--- src/rtl/cmp_sched_pkg.sv ---
// Shared types, default sizes and the round-robin search helper for cmp_sched.
// Optional feature macro: CMP_SCHED_EQCNT_EN (see cmp_sched.sv).
package cmp_sched_pkg;

    typedef enum logic [1:0] {
        IDLE  = 2'd0,
        ISSUE = 2'd1,
        RESP  = 2'd2
    } state_t;

    localparam int NREQ_DEF  = 4;
    localparam int WIDTH_DEF = 4;
    localparam int CNT_W_DEF = 8;
    localparam int MAX_REQ   = 8;

    // Index of the first set bit of req at or after ptr, wrapping modulo nreq.
    // Callers only use the result when req is non-zero.
    function automatic logic [2:0] first_set_from(input logic [MAX_REQ-1:0] req,
                                                  input logic [2:0]         ptr,
                                                  input int                 nreq);
        logic [2:0] idx;
        logic       found;
        first_set_from = 3'd0;
        found          = 1'b0;
        for (int k = 0; k < MAX_REQ; k++) begin
            idx = 3'((int'(ptr) + k) % nreq);
            if (!found && (k < nreq) && req[idx]) begin
                first_set_from = idx;
                found          = 1'b1;
            end
        end
    endfunction

endpackage

--- src/rtl/cmp_sched_rr_pick.sv ---
// Combinational round-robin picker: first asserted request at or after ptr.
module rr_pick
    import cmp_sched_pkg::*;
#(
    parameter int NREQ  = NREQ_DEF,
    parameter int PTR_W = $clog2(NREQ)
) (
    input  logic [NREQ-1:0]  req,
    input  logic [PTR_W-1:0] ptr,
    output logic             gnt_valid,
    output logic [PTR_W-1:0] gnt_id
);

    logic [MAX_REQ-1:0] req_ext;

    always_comb begin
        req_ext             = '0;
        req_ext[NREQ-1:0]   = req;
        gnt_valid           = |req;
        gnt_id              = PTR_W'(first_set_from(req_ext, 3'(ptr), NREQ));
    end

endmodule

--- src/rtl/cmp_sched.sv ---
// Round-robin scheduler sharing one equality comparator among NREQ requesters.
// Optional feature: define CMP_SCHED_EQCNT_EN to add the eq_count output.
module cmp_sched
    import cmp_sched_pkg::*;
#(
    parameter int NREQ  = NREQ_DEF,
    parameter int WIDTH = WIDTH_DEF,
    parameter int CNT_W = CNT_W_DEF
) (
    input  logic                  clk,
    input  logic                  rst_n,
    input  logic [NREQ-1:0]       req,
    input  logic [NREQ*WIDTH-1:0] a_bus,
    input  logic [NREQ*WIDTH-1:0] b_bus,
    output logic [NREQ-1:0]       ack,
    output logic                  eq_out,
    output logic                  busy,
    output logic                  cmp_enable,
    output logic [WIDTH-1:0]      cmp_a,
    output logic [WIDTH-1:0]      cmp_b,
    input  logic                  cmp_done,
    input  logic                  cmp_eq
`ifdef CMP_SCHED_EQCNT_EN
    ,
    output logic [CNT_W-1:0]      eq_count
`endif
);

    localparam int PTR_W = $clog2(NREQ);

    state_t           state;
    state_t           state_nxt;
    logic [PTR_W-1:0] ptr;
    logic [PTR_W-1:0] grant_id;
    logic [PTR_W-1:0] ptr_nxt;
    logic             result;
    logic             gnt_valid;
    logic [PTR_W-1:0] gnt_id;
    logic [WIDTH-1:0] a_sel;
    logic [WIDTH-1:0] b_sel;

    rr_pick #(
        .NREQ  (NREQ),
        .PTR_W (PTR_W)
    ) u_rr_pick (
        .req       (req),
        .ptr       (ptr),
        .gnt_valid (gnt_valid),
        .gnt_id    (gnt_id)
    );

    // Operand slices of the requester the picker currently selects.
    always_comb begin
        a_sel = '0;
        b_sel = '0;
        for (int i = 0; i < NREQ; i++) begin
            if (gnt_id == PTR_W'(i)) begin
                a_sel = a_bus[i*WIDTH +: WIDTH];
                b_sel = b_bus[i*WIDTH +: WIDTH];
            end
        end
    end

    always_comb begin
        if (grant_id == PTR_W'(NREQ - 1)) begin
            ptr_nxt = '0;
        end else begin
            ptr_nxt = grant_id + PTR_W'(1);
        end
    end

    always_ff @(posedge clk or negedge rst_n) begin
        if (!rst_n) begin
            state <= IDLE;
        end else begin
            state <= state_nxt;
        end
    end

    // Outputs are pure state decodes so they drop asynchronously with rst_n.
    always_comb begin
        state_nxt  = state;
        cmp_enable = 1'b0;
        busy       = 1'b0;
        ack        = '0;
        eq_out     = 1'b0;
        case (state)
            IDLE: begin
                if (gnt_valid) begin
                    state_nxt = ISSUE;
                end
            end
            ISSUE: begin
                busy       = 1'b1;
                cmp_enable = 1'b1;
                if (cmp_done) begin
                    state_nxt = RESP;
                end
            end
            RESP: begin
                busy          = 1'b1;
                ack[grant_id] = 1'b1;
                eq_out        = result;
                state_nxt     = IDLE;
            end
            default: begin
                state_nxt = IDLE;
            end
        endcase
    end

    // Operands are sampled only at the grant edge; done outside ISSUE is ignored.
    always_ff @(posedge clk or negedge rst_n) begin
        if (!rst_n) begin
            ptr      <= '0;
            grant_id <= '0;
            result   <= 1'b0;
            cmp_a    <= '0;
            cmp_b    <= '0;
        end else begin
            case (state)
                IDLE: begin
                    if (gnt_valid) begin
                        grant_id <= gnt_id;
                        cmp_a    <= a_sel;
                        cmp_b    <= b_sel;
                    end
                end
                ISSUE: begin
                    if (cmp_done) begin
                        result <= cmp_eq;
                    end
                end
                RESP: begin
                    ptr <= ptr_nxt;
                end
                default: begin
                end
            endcase
        end
    end

`ifdef CMP_SCHED_EQCNT_EN
    always_ff @(posedge clk or negedge rst_n) begin
        if (!rst_n) begin
            eq_count <= '0;
        end else if ((state == RESP) && result) begin
            eq_count <= eq_count + CNT_W'(1);
        end
    end
`endif

endmodule
--- config.mk ---
export PLATFORM = sky130hd
export DESIGN_NAME = cmp_sched
export DESIGN_NICKNAME = d
export VERILOG_FILES = /design/src/rtl/cmp_sched_pkg.sv /design/src/rtl/cmp_sched_rr_pick.sv /design/src/rtl/cmp_sched.sv
export SDC_FILE = /design/constraint.sdc
export NUM_CORES = 1
export LEC_CHECK = 0
export BUFFER_PORTS_ARGS = -buffer_cell sky130_fd_sc_hd__buf_2
export CAP_MARGIN = 25
export CORE_MARGIN = 2
export CORE_UTILIZATION = 40
export CTS_CLUSTER_SIZE = 16
export DETAILED_ROUTE_END_ITERATION = 10
export MAX_ROUTING_LAYER = met4
export PLACE_DENSITY = 0.82
export SLEW_MARGIN = 30
export SYNTH_ARGS = -nofsm -noshare
export SYNTH_HDL_FRONTEND = slang
export SYNTH_SLANG_ARGS = --single-unit
--- constraint.sdc ---
create_clock -name clk -period 1.8 [get_ports clk]
set_input_delay 0 -clock clk [delete_from_list [all_inputs] [get_ports clk]]
set_output_delay 0 -clock clk [all_outputs]
set_load 0.01 [all_outputs]
==> results of run 1 <==
kinds of logic after synthesis:
| logic type | synth area share |
|---|---|
| compound gates | 0.230 |
| fa+ha+maj | 0.0791 |
| buf+inv | 0.0565 |
| flops | 0.339 |
| mux | 0.112 |
| simple gates | 0.183 |
per-layer routing:
| metal | global-route usage | part of all wire | up-vias |
|---|---|---|---|
| li1 | - | - | 515 |
| met1 | 0.221 | 0.40 | 479 |
| met2 | 0.342 | 0.53 | 38 |
| met3 | 0.0346 | 0.063 | 4 |
| met4 | 0.0646 | 0.013 | 0 |
| met5 | - | 0 | - |
cells in the final DEF (no fill, tap or decap):
master         count
a21oi_1            3
and3b_1            1
inv_1              5
nor4_2             1
nand2b_1           2
a2111oi_2          3
a21o_1             2
nand2_1            5
a311oi_1           5
nor2b_1            2
dfrtp_1           15
buf_2             54
mux2i_1            9
buf_4              1
and2_1             5
clkbuf_1           1
nand3b_1           1
and2_4             2
mux2_2             3
nor2_1            12
and3_1             5
a21boi_0           3
a211oi_1           8
clkbuf_4           3
o21ai_4            1
dlygate4sd3_1      2
o21ai_0            1
a2bb2oi_2          1
o22ai_1            1
o221a_1            1
nand3_1            1
ha_1               7
worst max path at each step:
stage                     cells after the start   start  endpoint  slack (ns)
final                                         5  ptr[1]  cmp_a[0]        0.15
after global routing                          5  ptr[0]  cmp_b[2]        0.03
after floorplan                               6  ptr[1]  cmp_a[0]        0.20
after CTS                                     5  ptr[1]  cmp_a[0]        0.16
after detailed placement                      5  ptr[1]  cmp_a[0]        0.18
after global placement                        5  ptr[1]  cmp_b[2]        0.24
timing repair:
item | 4_1_cts | 5_1_grt
endpoints found under the hold margin | 16 | 0
hold buffers | 2 | 0
endpoints found under the setup margin | 0 | 0
gates resized for setup | 0 | 0
power groups by stage:
stage | Combinational, W | Sequential, W | Clock [W]
after floorplan | 0.000880 | 0.000663 | 0
after global placement | 0.00117 | 0.000623 | 0
after detailed placement | 0.00121 | 0.000646 | 0
after CTS | 0.00122 | 0.000638 | 0.000208
after global routing | 0.00135 | 0.000666 | 0.000230
final | 0.00121 | 0.000640 | 0.000198
worst max-delay path, cell delays in order (launching register included):
cell       delay (ns)
dfrtp_1          0.46
nand2b_1         0.17
a21o_1           0.23
and2_4           0.21
a2111oi_2        0.36
a211oi_1         0.08
state kept, by name (all words and copies together) (netlist names):
| signal | flops |
|---|---|
| ptr | 2 |
| cmp_b | 4 |
| cmp_a | 4 |
| state | 2 |
| grant_id | 2 |
| result | 1 |
per-stage QoR:
step / total power [W] / worst slack (ns)
after floorplan: 0.00154 / 0.198
after global placement: 0.00179 / 0.240
after detailed placement: 0.00186 / 0.178
after CTS: 0.00207 / 0.157
after global routing: 0.00225 / 0.0309
final: 0.00205 / 0.150
cell type report:
class / count / area (µm²) / share of cell area
clock buffer: 4 / 26.3 / 0.0184
inverter: 5 / 18.8 / 0.0132
multi-input combinational: 85 / 669 / 0.469
sequential: 15 / 375 / 0.263
tap: 31 / 38.8 / 0.0272
timing repair buffer: 57 / 298 / 0.209
==> results summary, run 1 <==
The longest clock path from root to sink contains 2 buffers. The shortest period the worst path allows is 1.65 ns. The number of instances in the synthesized netlist is 108. The floorplan has 19 rows. The tree is rooted in a clkbuf_4.

The data required time at the worst endpoint came out at 1.96 ns. The share of the synthesized area in the top cell type is 0.339. Dividing the final minimum period by the clock period gives 0.917. Power spread over the standard cell area amounts to 1440 nW/µm². The worst register-to-register path begins at ptr[1]. The largest net degree at the start of global routing came out at 16. The via count of the first global-routing pass came out at 1078.

The die span in y is 56.6 µm. The final routed wire length divided by cell count came out at 14.3 µm. Summed over all layers, the routed wires come to 2810 µm.

Counting flops and latches in the post-synthesis netlist gives 15. Cell internal power was estimated by the tool at 0.00114 W. The share of total power in the clock network is 0.097. The final sum of negative setup slack is 0 ns. The count of yosys warnings during synthesis came out at 0. The layout-stage area growth over the synthesis result came out at 28.8%. The leakage power came out at 0.714 nW. The power dissipated by switching net loads came out at 0.000911 W. Summing every instance area after synthesis gives 1110 µm². The worst-case clock skew came out at 0.000685 ns. Setup repair after global routing left no endpoint under its margin. In this run the cell area measured after placement is 1380 µm². The top-level port count is 55. The worst-case hold slack is 0.0256 ns. In this run the tool buffered the top-level ports with 54 buffer cells.

The post-CTS setup-driven buffer insertion count came out at 0. The cell depth of the worst hold path is 3. The worst setup path is launched from a register.

The share of the Yosys chip area taken by registers is 0.339. The maximum net fanout on the critical path came out at 7. The finished cells cover 1430 µm². The antenna diode instance count is 0. The global-route total usage across every layer is 0.194. dfrtp_1 takes more of the synthesized area than any other cell. The data arrival time at the worst-slack endpoint came out at 1.81 ns. The most common cell in the synthesized netlist is dfrtp_1.

The final-stage net count is 214. Of the total power, the share spent switching nets is 0.444. The register-to-register setup slack came out at 0.15 ns. By area the synthesized netlist is led by dfrtp_1, mux2i_1, ha_1. STA classifies the critical path endpoint as a register. The clock insertion delay at the later pin of the skew report came out at 0.28 ns. For this configuration, the core starts out at a cell density of 0.412. The min-delay analysis places its worst path in the category in -> reg. The number of design rule violations left after detail routing is 0. The path with the worst hold slack has its endpoint at state[1]. The H-tree depth came out at 1. The TritonCTS clock tree is yes. Synthesis produced a netlist with a net count of 155. The number of cells on the worst reg-to-reg path came out at 5. The flow ran to the end, and the final reports show no timing, DRC or antenna violations. The number of max-slew violations in the final report came out at 0. The die boundary width is 56.6 µm.

Dividing the synthesized area by the synthesized cell count gives 10.3 µm². The per-cell via count in the routed design is 5.26. The number of cells in the finished layout apart from fillers is 197.

After clock tree synthesis, the clock-pin slew on the worst setup and hold paths is 0.09 ns. The filler cell count in the final layout came out at 249. The estimated wirelength of the detail-placed design is 2330 µm.

The critical path is of the reg -> reg type. The number of routed nets with antenna violations is 0. The first routing iteration left 38 violations. Yosys mapped the design onto 29 distinct sky130hd cell types. The number of buffers created by CTS is 3. The overall overflow remaining after global route is 0. The startpoint identified for the worst hold timing path is cmp_done. The die covers 3210 µm². The normalized max-slew margin is 0.741. The initial antenna violation count is 0.

The total clock sinks is 15. Setup violations remaining at the end of the flow were counted as 0. The number of flops mapped to enable cells by yosys came out at 0. In the synthesized netlist, the cells that appear most often are dfrtp_1, nor2_1, mux2i_1.

The utilization after layout came out at 0.531. The core region is 2690 µm². The number of max-capacitance violations reported came out at 0.

The reg-to-reg critical path endpoint is cmp_a[0]. The portion of total power attributed to sequential cells is 0.312. Across the VDD grid, the largest voltage drop is 0.000778 V. The primary flip-flop cell chosen by synthesis mapping is dfrtp_1.

The wire length of the first global-routing pass is 4700 µm. Of the cells placed in the final design, the portion with a size suffix greater than 1 is 0.416. The fmax came out at 606 MHz. The post-synthesis async set-or-reset flop share came out at 1.00. The slew at the pin closest to its max-slew limit is 0.386 ns.

Including well taps, the total number of placed cells is 191. The number of failing hold endpoints at the final stage was 0. Summing over every cut layer, the via total after detailed routing is 1036. The share of total power in combinational logic is 0.592. The length of the first detailed-routing pass in iterations came out at 4.

The routability-driven placement congestion ratio came out at 0.796.
(Power assumes the default switching activity.)
==> inputs of run 2 (changes only) <==
Settings changed: PLACE_DENSITY 0.82 to 0.84, SYNTH_HIERARCHICAL from default to 1.
==> run 2 against run 1 <==
  * Die area decreased by 8.0%
  * Critical path depth grew 1
  * Combinational power about the same
  * First-iteration DRC count is 55% lower
  * Sequential power decreased by 2%
  * Clock-buffer cell count decreased by 1
  * Sequential cell count is the same
  * Critical endpoint is now cmp_a[3]
  * Largest cell class unchanged
==> results summary, run 2 <==
The routability-driven placement congestion ratio was 0.705 (-11%). On the critical path, the stage with the largest delay is an instance of dfrtp_1. The data arrival time at the worst-slack endpoint came out at 1.89 ns (+0.08 ns). The number of cells on the worst reg-to-reg path came out at 6 (+1).

The total nets after synthesis is 148 (-4.5%). The fraction of the cycle the final worst path needs is 0.965 (+0.0482). The overall overflow remaining after global route came to 0 (unchanged). The critical path endpoint category is a register. The number of instances in the synthesized netlist came out at 100 (-7.4%). The number of flip-flops and latches in the synthesized netlist came to 15 (unchanged).

The via count of the first global-routing pass came out at 907 (-16%). In this run the clock root is driven by a clkbuf_4. The final sum of negative setup slack is 0 ns (unchanged). The number of DRC markers after the initial detailed-route iteration came out at 17 (-55%).

In this run the worst hold path is classified as in -> reg. On the critical path the largest part of the delay comes from compound AO/OA/AOI/OAI gates. The flow ran to the end, and the final reports show no timing, DRC or antenna violations.

The filler cell count in the final layout came to 221 (-11%). The clock-pin slew of the registers on the worst-case setup and hold paths came to 0.11 ns (+0.02 ns). The slew at the pin closest to its max-slew limit is 0.408 ns (+0.0221 ns). The number of flops mapped to enable cells by yosys came to 0 (unchanged). The signal on the critical path passes through inv_2 > a221o_1 > a21oi_2 > buf_12 > mux2i_1 > o221ai_2.

The final routed wire length divided by cell count came to 14.2 µm (-0.26%). The die outline area was 2950 µm² (-8.0%). The number of vias in the routed layout was 987 (-4.7%).

The die boundary width is 54.3 µm (-4.1%). In the post-synthesis netlist, the biggest area contributors are dfrtp_1, mux2i_1, ha_1. The initial antenna violation count is 0 (unchanged). The data required time at the worst endpoint is 1.95 ns (about the same). The count of port buffers added during placement is 54 (unchanged). The fmax came out at 576 MHz (-5.0%). The global-route total usage across every layer is 0.187 (-0.00691).

The post-placement setup slack was 0.101 ns (-0.0768 ns). The normalized max-slew margin is 0.727 (-0.0133). The length of the first detailed-routing pass in iterations came out at 4 (unchanged). The power density normalized to cell area was 1470 nW/µm² (+2.1%). The worst stage delay on the critical path was 0.40 ns (-0.06 ns). The shortest period the worst path allows came to 1.74 ns (+0.0867 ns).

The path length in cells of the critical path came to 6 (+1). Setup repair after global routing left no endpoint under its margin. The final-stage net count is 208 (-2.8%). The number of distinct library cell variants in the gate-level netlist after synthesis came out at 24 (-17%). The most used flip-flop cell after synthesis is dfrtp_1. The number of failing hold endpoints at the final stage is 0 (unchanged). The worst-case hold slack is 0.0155 ns (-0.0100 ns). The top-level port count is 55 (unchanged). The worst ir drop on vdd came to 0.000917 V (+18%).

The total clock sinks came out at 15 (unchanged). The number of design rule violations left after detail routing came out at 0 (unchanged). The leakage power came out at 0.739 nW (+3.5%).

The post-synthesis area per instance came to 10.1 µm² (-1.3%). Leaving out fill and tap cells, the most frequent cell in the layout is buf_2. The post-synthesis async set-or-reset flop share is 1.00 (unchanged).

The number of max-slew violations in the final report is 0 (unchanged). The count of yosys warnings during synthesis came out at 6 (+6). The number of routed nets with antenna violations is 0 (unchanged). The wire length of the first global-routing pass is 3820 µm (-19%). The number of buffers created by CTS is 3 (unchanged). The share of the synthesized area in the top cell type is 0.371 (+0.0318).

The final number of setup-violating endpoints is 0 (unchanged). By startpoint and endpoint, the worst setup path is classified as reg -> reg. The initial core utilization is 0.416 (+0.00395). The layout-stage area growth over the synthesis result came out at 36.0%. The number of max-capacitance violations reported came out at 0 (unchanged). The antenna diode instance count came to 0 (unchanged).

The layout cell share with drive strength beyond 1 is 0.421 (+0.00572). Of all cell types, the one taking the most synthesized area is dfrtp_1. The final wirelength is 2690 µm (-4.3%).

The H-tree depth is 1 (unchanged). By count the netlist is led by mux2i_1, dfrtp_1, nand2_1. The cell area after synthesis was 1010 µm² (-8.6%). In the layout the commonest cells are buf_2, mux2i_1, dfrtp_1. The clock tree buffer depth came out at 2 (unchanged).

The setup slack after layout is 0.0636 ns (-0.0867 ns). The standard cell core area is 2430 µm² (-9.5%). The clock insertion delay at the later pin of the skew report came to 0.29 ns (about the same). The largest net degree at the start of global routing is 18 (+2). The die span in y was 54.3 µm (-4.1%).

The cell depth of the worst hold path came out at 3 (unchanged). The estimated wirelength of the detail-placed design is 2070 µm (-11%). In the final layout, the registers with the most flip-flops are cmp_a x4, cmp_b x4. The most common cell in the synthesized netlist is mux2i_1. The sequential share of the synthesized area came out at 0.371 (+0.0318). The worst-case clock skew is 0.0168 ns (+0.0161 ns). STA classifies the critical path startpoint as a register. The number of placement rows is 18 (-1).

The total buffers and inverters traversed by the critical path is 2 (+2). The per-cell via count in the routed design is 5.22 (-0.70%). The maximum net fanout on the critical path was 17 (+10). TritonCTS built the clock tree.
-- run 2: per-layer routing --
metal	wire length, µm	up-vias	global-route usage
li1	-	470	-
met1	1000	478	0.214
met2	1510	35	0.323
met3	137	4	0.0355
met4	43	0	0.0708
met5	0	-	-
-- run 2: worst paths after layout --
kind	slack, ns	end	from
min	0.02	cmp_b[2]	b_bus[2]
max reg2reg	0.06	cmp_a[3]	ptr[0]
min in group asynchronous	0.13	cmp_a[0]	rst_n
max	0.06	cmp_a[3]	ptr[0]
min reg2reg	0.50	cmp_a[0]	cmp_a[0]
max in group asynchronous	1.40	cmp_a[2]	rst_n
-- run 2: what timing repair did --
action	in CTS	in global routing
gates resized for setup	0	1
endpoints found under the setup margin	0	8
hold buffers	2	0
buffers inserted	0	1
endpoints found under the hold margin	16	0
-- run 2: through the flow --
stage	cells	util	area, µm²	power, W
after floorplan	100	-	1010	0.00143
after global placement	182	0.542	1320	0.00173
after detailed placement	182	0.542	1320	0.00179
after CTS	188	0.563	1370	0.00201
after global routing	189	0.566	1380	0.00220
final	189	0.566	1380	0.00202
-- run 2: final cells by class --
| class | instances | area (µm²) | share of cell area |
|---|---|---|---|
| Multi-Input combinational cell | 71 | 571 | 0.415 |
| Tap cell | 30 | 37.5 | 0.0273 |
| Clock inverter | 1 | 7.51 | 0.00545 |
| Clock buffer | 3 | 22.5 | 0.0164 |
| Inverter | 10 | 37.5 | 0.0273 |
| Timing Repair Buffer | 59 | 325 | 0.236 |
| Sequential cell | 15 | 375 | 0.273 |
-- run 2: where the power goes --
part / internal, W / switching, W
combinational: 0.000565 / 0.000621
clock: 0.0000845 / 0.000121
sequential: 0.000509 / 0.000121
-- run 2: logic make-up (layout without fill, tap and decap cells) --
family / after synthesis / in the layout / share of synthesized area
and+or+nand+nor: 24 / 24 / 0.111
muxes: 21 / 21 / 0.214
AOI/OAI and AO/OA: 18 / 18 / 0.136
DFF: 15 / 15 / 0.371
buffers and inverters: 14 / 73 / 0.0692
adders and majority gates: 8 / 8 / 0.0989
-- run 2: tightest hold or removal path: stages --
cell	delay [ns]
buf_2	0.07
mux2i_1	0.05
o221ai_1	0.15
